==> config.mk <==
export PLATFORM = sky130hd
export DESIGN_NAME = nr_div_ctrl_flat
export DESIGN_NICKNAME = d
export VERILOG_FILES = /design/src/rtl/nr_div_pkg.sv /design/src/rtl/nr_div_ctrl_if.sv /design/src/rtl/nr_mul8.sv /design/src/rtl/nr_div_ctrl.sv /design/src/flat_wrapper.sv
export SDC_FILE = /design/constraint.sdc
export NUM_CORES = 1
export LEC_CHECK = 0
export ABC_AREA = 1
export BUFFER_PORTS_ARGS = -buffer_cell sky130_fd_sc_hd__clkbuf_2
export CAP_MARGIN = 20
export CORE_MARGIN = 4
export CORE_UTILIZATION = 40
export CTS_CLUSTER_SIZE = 14
export DETAILED_ROUTE_END_ITERATION = 8
export PLACE_DENSITY = 0.53
export SYNTH_ARGS = -nofsm -noshare
export SYNTH_HDL_FRONTEND = slang
export SYNTH_SLANG_ARGS = --single-unit
==> constraint.sdc <==
create_clock -name clk -period 5.7 [get_ports clk]
set_input_delay 0.57 -clock clk [delete_from_list [all_inputs] [get_ports clk]]
set_output_delay 0.57 -clock clk [all_outputs]
set_load 0.005 [all_outputs]
==> src/rtl/nr_div_pkg.sv <==
// rtl/nr_div_pkg.sv - shared types and Q2.6 constants for the Newton-Raphson divider
package nr_div_pkg;

  typedef enum logic [2:0] {
    IDLE  = 3'd0,
    MUL_D = 3'd1,
    MUL_X = 3'd2,
    MUL_Q = 3'd3,
    DONE  = 3'd4
  } state_t;

  localparam logic [7:0]  TWO_Q26  = 8'h80;
  localparam logic [7:0]  SAT_Q26  = 8'hFF;
  localparam logic [15:0] ERR_QUOT = 16'hFFFF;

endpackage

==> src/rtl/nr_div_ctrl_if.sv <==
// rtl/nr_div_ctrl_if.sv - request/result bundle between a requester and the divider
interface nr_div_ctrl_if;
  logic        start;
  logic [7:0]  a;
  logic [7:0]  b;
  logic        busy;
  logic        done;
  logic        err;
  logic [15:0] quotient;
  logic [7:0]  recip;

  modport master (output start, a, b, input busy, done, err, quotient, recip);
  modport slave  (input start, a, b, output busy, done, err, quotient, recip);
endinterface

==> src/rtl/nr_mul8.sv <==
// rtl/nr_mul8.sv - combinational 8x8 unsigned multiplier shared by all divider steps
module nr_mul8 (
  input  logic [7:0]  op_a,
  input  logic [7:0]  op_b,
  output logic [15:0] prod
);

  assign prod = {8'd0, op_a} * {8'd0, op_b};

endmodule

==> src/rtl/nr_div_ctrl.sv <==
// rtl/nr_div_ctrl.sv - Newton-Raphson reciprocal divider controller; option NR_DIV_EARLY_EXIT_EN
module nr_div_ctrl
  import nr_div_pkg::*;
#(
  parameter int         ITERS = 3,
  parameter logic [7:0] X0    = 8'h60
) (
  input  logic          clk,
  input  logic          rst_n,
  nr_div_ctrl_if.slave  bus
);

  state_t      state, state_nxt;
  logic [7:0]  a_q, b_q;
  logic [7:0]  x, d;
  logic [2:0]  iter, iter_next;
  logic        done_q, err_q;
  logic [15:0] quot_q;
  logic [7:0]  recip_q;

  logic [7:0]  mul_a, mul_b;
  logic [15:0] prod;
  logic [7:0]  f, x_new;
  logic        more_iters, exit_iter;

  nr_mul8 u_mul (
    .op_a (mul_a),
    .op_b (mul_b),
    .prod (prod)
  );

  // Correction factor 2 - b*x, floored at zero so an overshooting estimate cannot wrap.
  assign f         = (d > TWO_Q26) ? 8'h00 : (TWO_Q26 - d);
  // New estimate x*(2-b*x) rescaled back to Q2.6, saturating if it would exceed the range.
  assign x_new     = (prod[15:14] != 2'b00) ? SAT_Q26 : prod[13:6];
  assign iter_next = iter + 3'd1;
  assign more_iters = int'(iter_next) < ITERS;

`ifdef NR_DIV_EARLY_EXIT_EN
  assign exit_iter = !more_iters || (x_new == x);
`else
  assign exit_iter = !more_iters;
`endif

  // Route the one multiplier: b*x while refining, x*f for the update, a*x for the quotient.
  always_comb begin
    mul_a = 8'h00;
    mul_b = 8'h00;
    case (state)
      MUL_D: begin mul_a = b_q; mul_b = x;   end
      MUL_X: begin mul_a = x;   mul_b = f;   end
      MUL_Q: begin mul_a = a_q; mul_b = x;   end
      default: ;
    endcase
  end

  // Next-state selection; a non-normalized divisor short-circuits straight to DONE.
  always_comb begin
    state_nxt = state;
    case (state)
      IDLE:    if (bus.start) state_nxt = bus.b[7] ? MUL_D : DONE;
      MUL_D:   state_nxt = MUL_X;
      MUL_X:   state_nxt = exit_iter ? MUL_Q : MUL_D;
      MUL_Q:   state_nxt = DONE;
      DONE:    state_nxt = IDLE;
      default: state_nxt = IDLE;
    endcase
  end

  // State register.
  always_ff @(posedge clk or negedge rst_n) begin
    if (!rst_n) state <= IDLE;
    else        state <= state_nxt;
  end

  // Operand capture, iteration datapath and held results.
  always_ff @(posedge clk or negedge rst_n) begin
    if (!rst_n) begin
      a_q     <= 8'h00;
      b_q     <= 8'h00;
      x       <= 8'h00;
      d       <= 8'h00;
      iter    <= 3'd0;
      done_q  <= 1'b0;
      err_q   <= 1'b0;
      quot_q  <= 16'h0000;
      recip_q <= 8'h00;
    end else begin
      done_q <= (state_nxt == DONE);
      case (state)
        IDLE: begin
          if (bus.start) begin
            if (bus.b[7]) begin
              a_q  <= bus.a;
              b_q  <= bus.b;
              x    <= X0;
              iter <= 3'd0;
            end else begin
              err_q   <= 1'b1;
              quot_q  <= ERR_QUOT;
              recip_q <= SAT_Q26;
            end
          end
        end
        MUL_D: d <= prod[15:8];
        MUL_X: begin
          x    <= x_new;
          iter <= iter_next;
        end
        MUL_Q: begin
          quot_q  <= prod;
          recip_q <= x;
          err_q   <= 1'b0;
        end
        default: ;
      endcase
    end
  end

  assign bus.busy     = (state != IDLE);
  assign bus.done     = done_q;
  assign bus.err      = err_q;
  assign bus.quotient = quot_q;
  assign bus.recip    = recip_q;

endmodule

==> src/flat_wrapper.sv <==
// flat-port wrapper written by rule: the top's interface ports become plain ports
module nr_div_ctrl_flat import nr_div_pkg::*;
#(
  parameter int         ITERS = 3,
  parameter logic [7:0] X0    = 8'h60
)
  (clk, rst_n, bus_start, bus_a, bus_b, bus_busy, bus_done, bus_err, bus_quotient, bus_recip);
  nr_div_ctrl_if bus_i ();
  input  logic clk;
  input  logic rst_n;
  input wire logic [$bits(bus_i.start)-1:0] bus_start;
  input wire logic [$bits(bus_i.a)-1:0] bus_a;
  input wire logic [$bits(bus_i.b)-1:0] bus_b;
  output wire logic [$bits(bus_i.busy)-1:0] bus_busy;
  output wire logic [$bits(bus_i.done)-1:0] bus_done;
  output wire logic [$bits(bus_i.err)-1:0] bus_err;
  output wire logic [$bits(bus_i.quotient)-1:0] bus_quotient;
  output wire logic [$bits(bus_i.recip)-1:0] bus_recip;
  assign bus_i.start = bus_start;
  assign bus_i.a = bus_a;
  assign bus_i.b = bus_b;
  assign bus_busy = bus_i.busy;
  assign bus_done = bus_i.done;
  assign bus_err = bus_i.err;
  assign bus_quotient = bus_i.quotient;
  assign bus_recip = bus_i.recip;
  nr_div_ctrl #(.ITERS(ITERS), .X0(X0)) u_core (.clk(clk), .rst_n(rst_n), .bus(bus_i));
endmodule
# Word level (Yosys, flattened, before mapping)
# Index checks and enable logic that the tools add are counted.
# word_totals
inputBits	19
reg_bits	64
output_inout_bits	27
wordCells	54
# op_classes
eq_ne	7
n_reduce_logical	9
muxes	23
n_lt_le_gt_ge	2
add_sub_neg	2
multipliers	1
# ops
op	count
two-way mux 8 bit	6
one-hot mux 8 bit (2 select lines)	3
two-way mux 16 bit	2
one-hot mux 16 bit (2 select lines)	1
one-hot mux 8 bit (3 select lines)	1
multiplier 8 x 8 -> 16 bit	1
two-way mux 3 bit	4
one-hot mux 3 bit (4 select lines)	1
AND reduction 3 bit	3
greater-than comparator 8 bit (second input constant)	1
subtractor 8 bit (first input constant)	1
== test 3 x 2 -> 1 bit (second input constant)	2
inequality test 2 bit (second input constant)	3
one-hot mux 3 bit (2 select lines)	1
nonzero test 2 bit	3
adder 3 x 1 -> 3 bit (second input constant)	1
== test 3 x 1 -> 1 bit (second input constant)	1
== test 3 bit (second input constant)	1
logical NOT 3 bit	1
< comparator 3 x 2 -> 1 bit (second input constant)	1
nonzero test 3 bit	1
two-way mux 1 bit	2
two-way mux 2 bit	1
one-hot mux 1 bit (2 select lines)	1
OR reduction 2 bit	1

# Longest topological paths before layout
# Gate-level depths: netlist of the first run.
# depth
word_depth	7
ltp_mapped	30
mapped_depth_nobuf	30

# By module
# Synthesis of the first run repeated with hierarchy kept, for this count alone.
# unflattened
cells_unflattened	752
hier_area_um2	5474.0
# modules_own_cells
mod	cells_per_inst	n_inst	seq_area_each_um2	area_per_inst_um2
nr_div_ctrl	377	1	1601.5	3072.9
nr_mul8	375	1	0.0	2401.1

# Least setup slack after synthesis of the first run
# Ideal clock, no wire load.
# synth_timing
path_type	register -> register
start	register u_core.d[0]
end	register u_core.x[0]
t_required_ns	5.583
n_path_buf	0
arrival_time_ns	4.822
synth_period_minus_slack_ns	4.939
path_slack_ns	0.761
stages_incl_launch_ff	29
setup_time_ns	0.117
cell_sequence	dfrtp_1 > inv_1 > ha_1 > nand3_1 > nor2_1 > nand2_1 > o21ai_0 > nand3_1 > nand2_1 > nand2_1 > fa_1 > fa_1 > inv_1 > fa_1 > inv_1 > fa_1 > inv_1 > ha_1 > nand2_1 > inv_1 > nand2_1 > nor2_1 > nand2_1 > nand3_1 > nand2_1 > nand2_1 > nand3_1 > nand2_1 > nand2_1
# synth_between
elab_chain_len	7
word_cells_on_any_way	8
cone_classes	add/sub: 1; mul: 1; order compare: 1; mux: 4; reduce/logical: 1
# synth_lines
element	line	source
from (decl)	nr_div_ctrl.sv:15	logic [7:0] x, d;
from (signal assigned)	nr_div_ctrl.sv:105	MUL_D: d <= prod[15:8];
subtractor 8 bit or greater-than comparator 8 bit (tied branches)	nr_div_ctrl.sv:33	assign f = (d > TWO_Q26) ? 8'h00 : (TWO_Q26 - d);
two-way mux 8 bit (*)	nr_div_ctrl.sv:33	
one-hot mux 8 bit (2 select lines) (*)	nr_div_ctrl.sv:49	case (state)
multiplier 8 x 8 -> 16 bit (*)	nr_mul8.sv:8	assign prod = {8'd0, op_a} * {8'd0, op_b};
nonzero test 2 bit	nr_div_ctrl.sv:35	assign x_new = (prod[15:14] != 2'b00) ? SAT_Q26 : prod[13:6];
two-way mux 8 bit (*)	nr_div_ctrl.sv:35	
one-hot mux 8 bit (2 select lines) (*)	nr_div_ctrl.sv:90	case (state)
to (signal assigned)	nr_div_ctrl.sv:107	x <= x_new;
to (decl)	nr_div_ctrl.sv:15	
# Mark *: on every way between the ends. The rest lies on a longest branch, timed or not.
# A chain may end at the register's enable or synchronous reset.

# Final worst setup path of the first run
# layout_timing
start	register u_core.d[0]
end	register u_core.x[3]
# Same word-level chain as after synthesis.

==> reports/metrics.cfg, run 1 <==
[logic_synthesis]
synthMuxAreaShare_pct=2.667
synth_top_cell_by_area=dfrtp_1
synth_warnings=0
synthSimpleGateAreaFrac_pct=19.88
synth_top_family_by_area=adder cells
synth-adder-area-share_pct=23.61
yosys.cell_types.count=29
yosysSeqAreaShare_pct=31.61
synth_compound_area_share_pct=10.37
synth_cells=630
ys_ff_latch=64
netlist.area_leader.share_pct=31.61
netlist_area_mm2=0.005066
syn-num-nets=723
synth_xor_area_share_pct=1.383
synth_area_per_cell_um2=8.041
synth_area_leaders=dfrtp_1, fa_1, nand2_1

[floorplan]
die_h_um=120.5
die_w_um=120.5
start_util_pct=41.49
core_area_mm2=0.01221
dieArea_mm2=0.01453
rows=40
io_pins=46

[sta]
clock_skew_ns=0.005856
setup_viol=0
drv_slew=0
fin_crit_ns=5.407
rsz0062_at_grt=false
clock.fmax_ghz=0.1849
hold_viol=0
relSlewSlack_pct=45.94
period_share_pct=94.87
setup_ws_ns=0.2925
setup_tns_ns=0
worstMarginPinSlew_ns=0.8109

[clocking]
clk_latency_ns=0.33
cts_buffer_depth=2
cts_root_buf=clkbuf_16
clock_sinks=64
ctsHtreeMaxLevel=3
cts_tree=done
cts-hold-fix-buffers=0
path_clk_slew_ns=0.05
numCtsBuffers=9

[critical_path]
end_kind=register
path_buf_inv=4
path_class=reg -> reg
crit_slowest_cell=fa_1
crit_required_ns=5.92
path_delay_family=adder cells
cp_max_fo=5
critPathMaxStageDelay_ns=0.56
worst-endpoint-arrival_ns=5.63
critPathLaunchType=register
crit_path_frequent_cell=nand2_1

[drt]
vias=4261
via_per_inst=4.960
wl_per_cell_um=15.65
finalWirelength_um=13450
ant_nets=0
drc=0
drtPass1Iterations=5
drtIter0Drc=296

[placed_design]
port_buffers=45
globalplace.congestion=0.9434
place_ws_ns=0.02931
post-dp-hpwl_um=10730

[pwr]
power_frac_seq_pct=27.6
powerDensity_mw_per_mm2=471.4
ir_drop_uv=301.6
p_int_mw=1.594
power.net_switching_mw=1.222
p_comb_share_pct=51.1
swShare_pct=43.40
p_leak_nw=3.156
clock_power_share_pct=21.3

[cells_and_area]
fin_util_pct=48.91
fin_nets=779
fillerInstances=1247
area_growth_pct=17.91
layout-drive-gt1-share_pct=16.64
diodes=0

[global_route]
grt_antenna_before_repair=0
grt_max_degree=65
groute.usage.overall_pct=19.21
grt_pass1_vias=4474
grt_overflow=0
grt_pass1_wl_um=22040

[min_path]
hold_path.class=in -> async

[run]
maxCapViolCount=0

[status]
outcome=complete, no violations

## state kept, by name (all words and copies together), names as in the netlist
register             flops
u_core.iter              3
u_core.d                 8
u_core.a_q               8
u_core.bus.done          1
u_core.state             3
u_core.x                 8
u_core.bus.quotient     16
u_core.bus.recip         8
u_core.bus.err           1
u_core.b_q               8
## cell usage in the layout (no fill, tap or decap), drive strengths merged, types with 22 or more instances in the layout
cell type	Yosys	routed
nand2	169	170
nand3	28	28
a21oi	40	40
fa	36	36
nor2	40	40
o21ai	22	22
clkbuf	2	57
inv	126	126
dfrtp	64	64
ha	38	38
## per-layer routing
layer | up-vias | GRT usage (%) | share of wire [%]
li1 | 2080 | - | -
met1 | 2044 | 26.54 | 46
met2 | 109 | 30.25 | 46
met3 | 28 | 3.368 | 4.6
met4 | 0 | 7.153 | 3.1
met5 | - | 0 | 0
## layout make-up
cell class | count | area, µm² | area share, %
clock inverter | 4 | 76.32 | 1.278
clock buffer | 12 | 256.5 | 4.294
inverter | 126 | 475.5 | 7.960
tap | 168 | 210.2 | 3.519
sequential | 64 | 1602 | 26.81
multi-input combinational | 429 | 3045 | 50.98
timing repair buffer | 56 | 307.8 | 5.153
## cell usage after synthesis
| master | instances |
|---|---|
| mux2_2 | 12 |
| o22a_1 | 10 |
| inv_2 | 4 |
| a21boi_2 | 1 |
| dfrtp_1 | 64 |
| buf_2 | 10 |
| nand3_1 | 28 |
| o21ai_0 | 22 |
| xnor2_1 | 6 |
| a21oi_2 | 1 |
| or2_2 | 2 |
| o22ai_1 | 1 |
| a22oi_1 | 4 |
| o211ai_1 | 1 |
| and2_1 | 4 |
| nor2_1 | 40 |
| nand2_1 | 168 |
| ha_1 | 38 |
| a31oi_1 | 2 |
| clkbuf_1 | 2 |
| a21oi_4 | 1 |
| nand2_2 | 1 |
| xor2_1 | 2 |
| nor3_1 | 1 |
| a221oi_2 | 3 |
| nand4_1 | 6 |
| inv_1 | 122 |
| fa_1 | 36 |
| a21oi_1 | 38 |
## power groups by stage
| stage | logic, mW | registers [mW] | clock network [mW] |
|---|---|---|---|
| 6_report | 1.44 | 0.778 | 0.599 |
| 5_1_grt | 1.63 | 0.801 | 0.634 |
| 4_1_cts | 1.38 | 0.780 | 0.615 |
| 3_5_place_dp | 1.38 | 0.786 | 0 |
| 3_3_place_gp | 1.36 | 0.783 | 0 |
| 2_1_floorplan | 0.923 | 0.749 | 0 |
## worst paths after layout
check / from / end / slack [ns] / cells past startpoint
worst max-delay path: u_core.d[0] / u_core.x[3] / 0.29 / 25
worst min-delay path: rst_n / u_core.bus.recip[4] / 0.42 / 2
worst max register to register: u_core.d[0] / u_core.x[3] / 0.29 / 25
worst min register to register: u_core.b_q[7] / u_core.b_q[7] / 0.45 / 2
max in group asynchronous: rst_n / u_core.bus.quotient[10] / 4.75 / 2
min in group clk: u_core.b_q[7] / u_core.b_q[7] / 0.45 / 2
## worst reg2reg max path, delay by kind of cell, from the launching register on
kind / cells / cell delay (ns)
buffers and inverters: 4 / 0.24
adder cells (fa/ha/maj): 6 / 2.61
AO/OA/AOI/OAI: 2 / 0.53
flip-flops: 1 / 0.41
AND/OR/NAND/NOR: 13 / 1.51
## stage by stage
stage	cells	hold WS [ns]	total power [mW]	cell area (µm²)
floorplan	630	0.2744	1.672	5066
global route	859	0.4799	3.061	5973
detailed placement	840	0.4400	2.162	5512
CTS	856	0.4476	2.779	5844
global placement	840	0.4359	2.145	5512
finish	859	0.4173	2.816	5973
## logic make-up after synthesis
family,Yosys count
DFF,64
and+or+nand+nor,250
xor gates and xnor gates,8
adders and majority gates,74
AOI/OAI and AO/OA,84
muxes,12
buffers and inverters,138
## timing repair
action,in CTS,in global routing
endpoints found under the setup margin,0,24
resized for setup,0,27
buffers inserted,0,2
endpoints found under the hold margin,0,0
No activity file was read; power rests on OpenSTA's default activity.
==> run 2, diff against run 1 <==
--- a/config.mk
+++ b/config.mk
@@ -7,12 +7,11 @@
 export LEC_CHECK = 0
 export ABC_AREA = 1
 export BUFFER_PORTS_ARGS = -buffer_cell sky130_fd_sc_hd__clkbuf_2
-export CAP_MARGIN = 20
 export CORE_MARGIN = 4
-export CORE_UTILIZATION = 40
+export CORE_UTILIZATION = 54
 export CTS_CLUSTER_SIZE = 14
 export DETAILED_ROUTE_END_ITERATION = 8
-export PLACE_DENSITY = 0.53
+export PLACE_DENSITY = 0.69
 export SYNTH_ARGS = -nofsm -noshare
 export SYNTH_HDL_FRONTEND = slang
 export SYNTH_SLANG_ARGS = --single-unit
==> constraint.sdc (replaced) <==
create_clock -name clk -period 5.7 [get_ports clk]
set_input_delay 0.57 -clock clk [delete_from_list [all_inputs] [get_ports clk]]
set_output_delay 0.57 -clock clk [all_outputs]
set_load 0.1 [all_outputs]
==> reports/metrics.cfg, run 2 (synthesis results as in run 1) <==
[global_route]
grt_max_degree=65  ; unchanged
grt_overflow=0  ; unchanged
groute.usage.overall_pct=24.26  ; +5.0 points
grt_pass1_wl_um=21370  ; -3.0%
grt_pass1_vias=4363  ; -2.5%
grt_antenna_before_repair=0  ; unchanged

[critical_path]
critPathLaunchType=register
cp_max_fo=6  ; +1
path_class=reg -> reg
crit_slowest_cell=fa_1
end_kind=register
worst-endpoint-arrival_ns=5.66  ; +0.03 ns
crit_required_ns=5.92  ; about the same
critPathMaxStageDelay_ns=0.55  ; about the same

[sta]
setup_ws_ns=0.2662  ; -0.02630 ns
period_share_pct=95.33  ; +0.46 points
clock_skew_ns=0.007494  ; +0.001638 ns
fin_crit_ns=5.434  ; +0.02630 ns
hold_viol=0  ; unchanged
drv_slew=0  ; unchanged
holdWs_ns=0.3992  ; -0.01812 ns
setup_viol=0  ; unchanged
clock.fmax_ghz=0.1840  ; -0.48%
setup_tns_ns=0  ; unchanged
relSlewSlack_pct=47.02  ; +1.1 points
worstMarginPinSlew_ns=0.7928  ; -0.01806 ns

[clocking]
cts_root_buf=clkbuf_8
path_clk_slew_ns=0.06  ; about the same
cts_tree=done
cts_buffer_depth=2  ; unchanged
ctsHtreeMaxLevel=3  ; unchanged
clk_latency_ns=0.34  ; about the same
clock_sinks=64  ; unchanged
cts-hold-fix-buffers=0  ; unchanged
numCtsBuffers=9  ; unchanged

[floorplan]
dieArea_mm2=0.01100  ; -24%
start_util_pct=55.09  ; +14 points
io_pins=46  ; unchanged
core_area_mm2=0.009196  ; -25%
rows=35  ; -13%
die_h_um=104.9  ; -13%
die_w_um=104.9  ; -13%

[drt]
ant_nets=0  ; unchanged
vias=4275  ; +0.33%
drtIter0Drc=248  ; -16%
via_per_inst=5.364  ; +8.1%
wl_per_cell_um=16.38  ; +4.6%
drtPass1Iterations=5  ; unchanged
drc=0  ; unchanged
finalWirelength_um=13050  ; -2.9%

[placed_design]
place_ws_ns=0.06039  ; +0.03108 ns
globalplace.congestion=0.9394  ; -0.42%
post-dp-hpwl_um=10440  ; -2.8%
placed_cells=782  ; -6.9%
port_buffers=45  ; unchanged
placed_area_mm2=0.005433  ; -1.4%

[cells_and_area]
regArea_mm2=0.001602  ; unchanged
final_area_mm2=0.005733  ; -4.0%
layout-drive-gt1-share_pct=17.35  ; +0.70 points
area_growth_pct=13.16
diodes=0  ; unchanged
mostFrequentLayoutCells=nand2_1, inv_1, dfrtp_1, clkbuf_2, nor2_1
fillerInstances=836  ; -33%
final_common_cell=nand2_1
largest_reg_flops=16  ; unchanged
fin_util_pct=62.34  ; +13 points
final_cells=797  ; -7.2%
fin_nets=778  ; -0.13%
multiInputGateArea_mm2=0.003072  ; +0.86%

[pwr]
total_power_mw=3.134  ; +11%
powerDensity_mw_per_mm2=546.7  ; +16%
p_leak_nw=3.079  ; -2.4%
ir_drop_uv=576.7  ; +91%

[run]
maxCapViolCount=0  ; unchanged

[min_path]
hold_path.class=in -> async

[status]
outcome=complete, no violations

run 2: timing repair:
item                                    4_1_cts  5_1_grt
hold endpoints to repair                      0        0
resized for setup                             0       31
setup buffers                                 0        2
endpoints found under the setup margin        0       23
run 2: area by class of cell:
class	count	area share, %
clock inverters	2	0.1746
inverters	126	8.250
clock buffers	10	2.401
well taps	111	2.423
flip-flops and latches	64	27.94
repair buffers	55	5.238
multi-input cells	429	53.58
run 2: final timing paths:
kind	from	end	slack (ns)	cells after the start
worst max-delay path	u_core.d[0]	u_core.x[6]	0.27	28
worst min-delay path	rst_n	u_core.bus.quotient[15]	0.40	2
worst max register to register	u_core.d[0]	u_core.x[6]	0.27	28
worst min register to register	u_core.b_q[7]	u_core.b_q[7]	0.46	2
max in group asynchronous	rst_n	u_core.a_q[0]	4.79	2
min in group clk	u_core.b_q[7]	u_core.b_q[7]	0.46	2
run 2: metal layers:
metal	vias to the layer above	global-route usage (%)	routed length (µm)
li1	2080	-	-
met1	2055	33.88	5945
met2	117	40.24	6314
met3	23	2.532	531
met4	0	6.935	261
met5	-	0	0
run 2: report_power, final:
group	internal [mW]	total [mW]	leakage, nW	switching (mW)
Sequential	0.643	0.782	0.747	0.139
Combinational	0.541	2.04	2.25	1.50
Clock	0.158	0.311	0.0797	0.153
Total	1.34	3.13	3.08	1.79
run 2: worst max-delay path, delay by kind of cell, from the launching register on:
kind / cells / cell delay, ns
adder cells (fa/ha/maj): 6 / 2.56
AND/OR/NAND/NOR: 16 / 1.62
flip-flops: 1 / 0.42
buffers and inverters: 5 / 0.37
AO/OA/AOI/OAI: 1 / 0.33
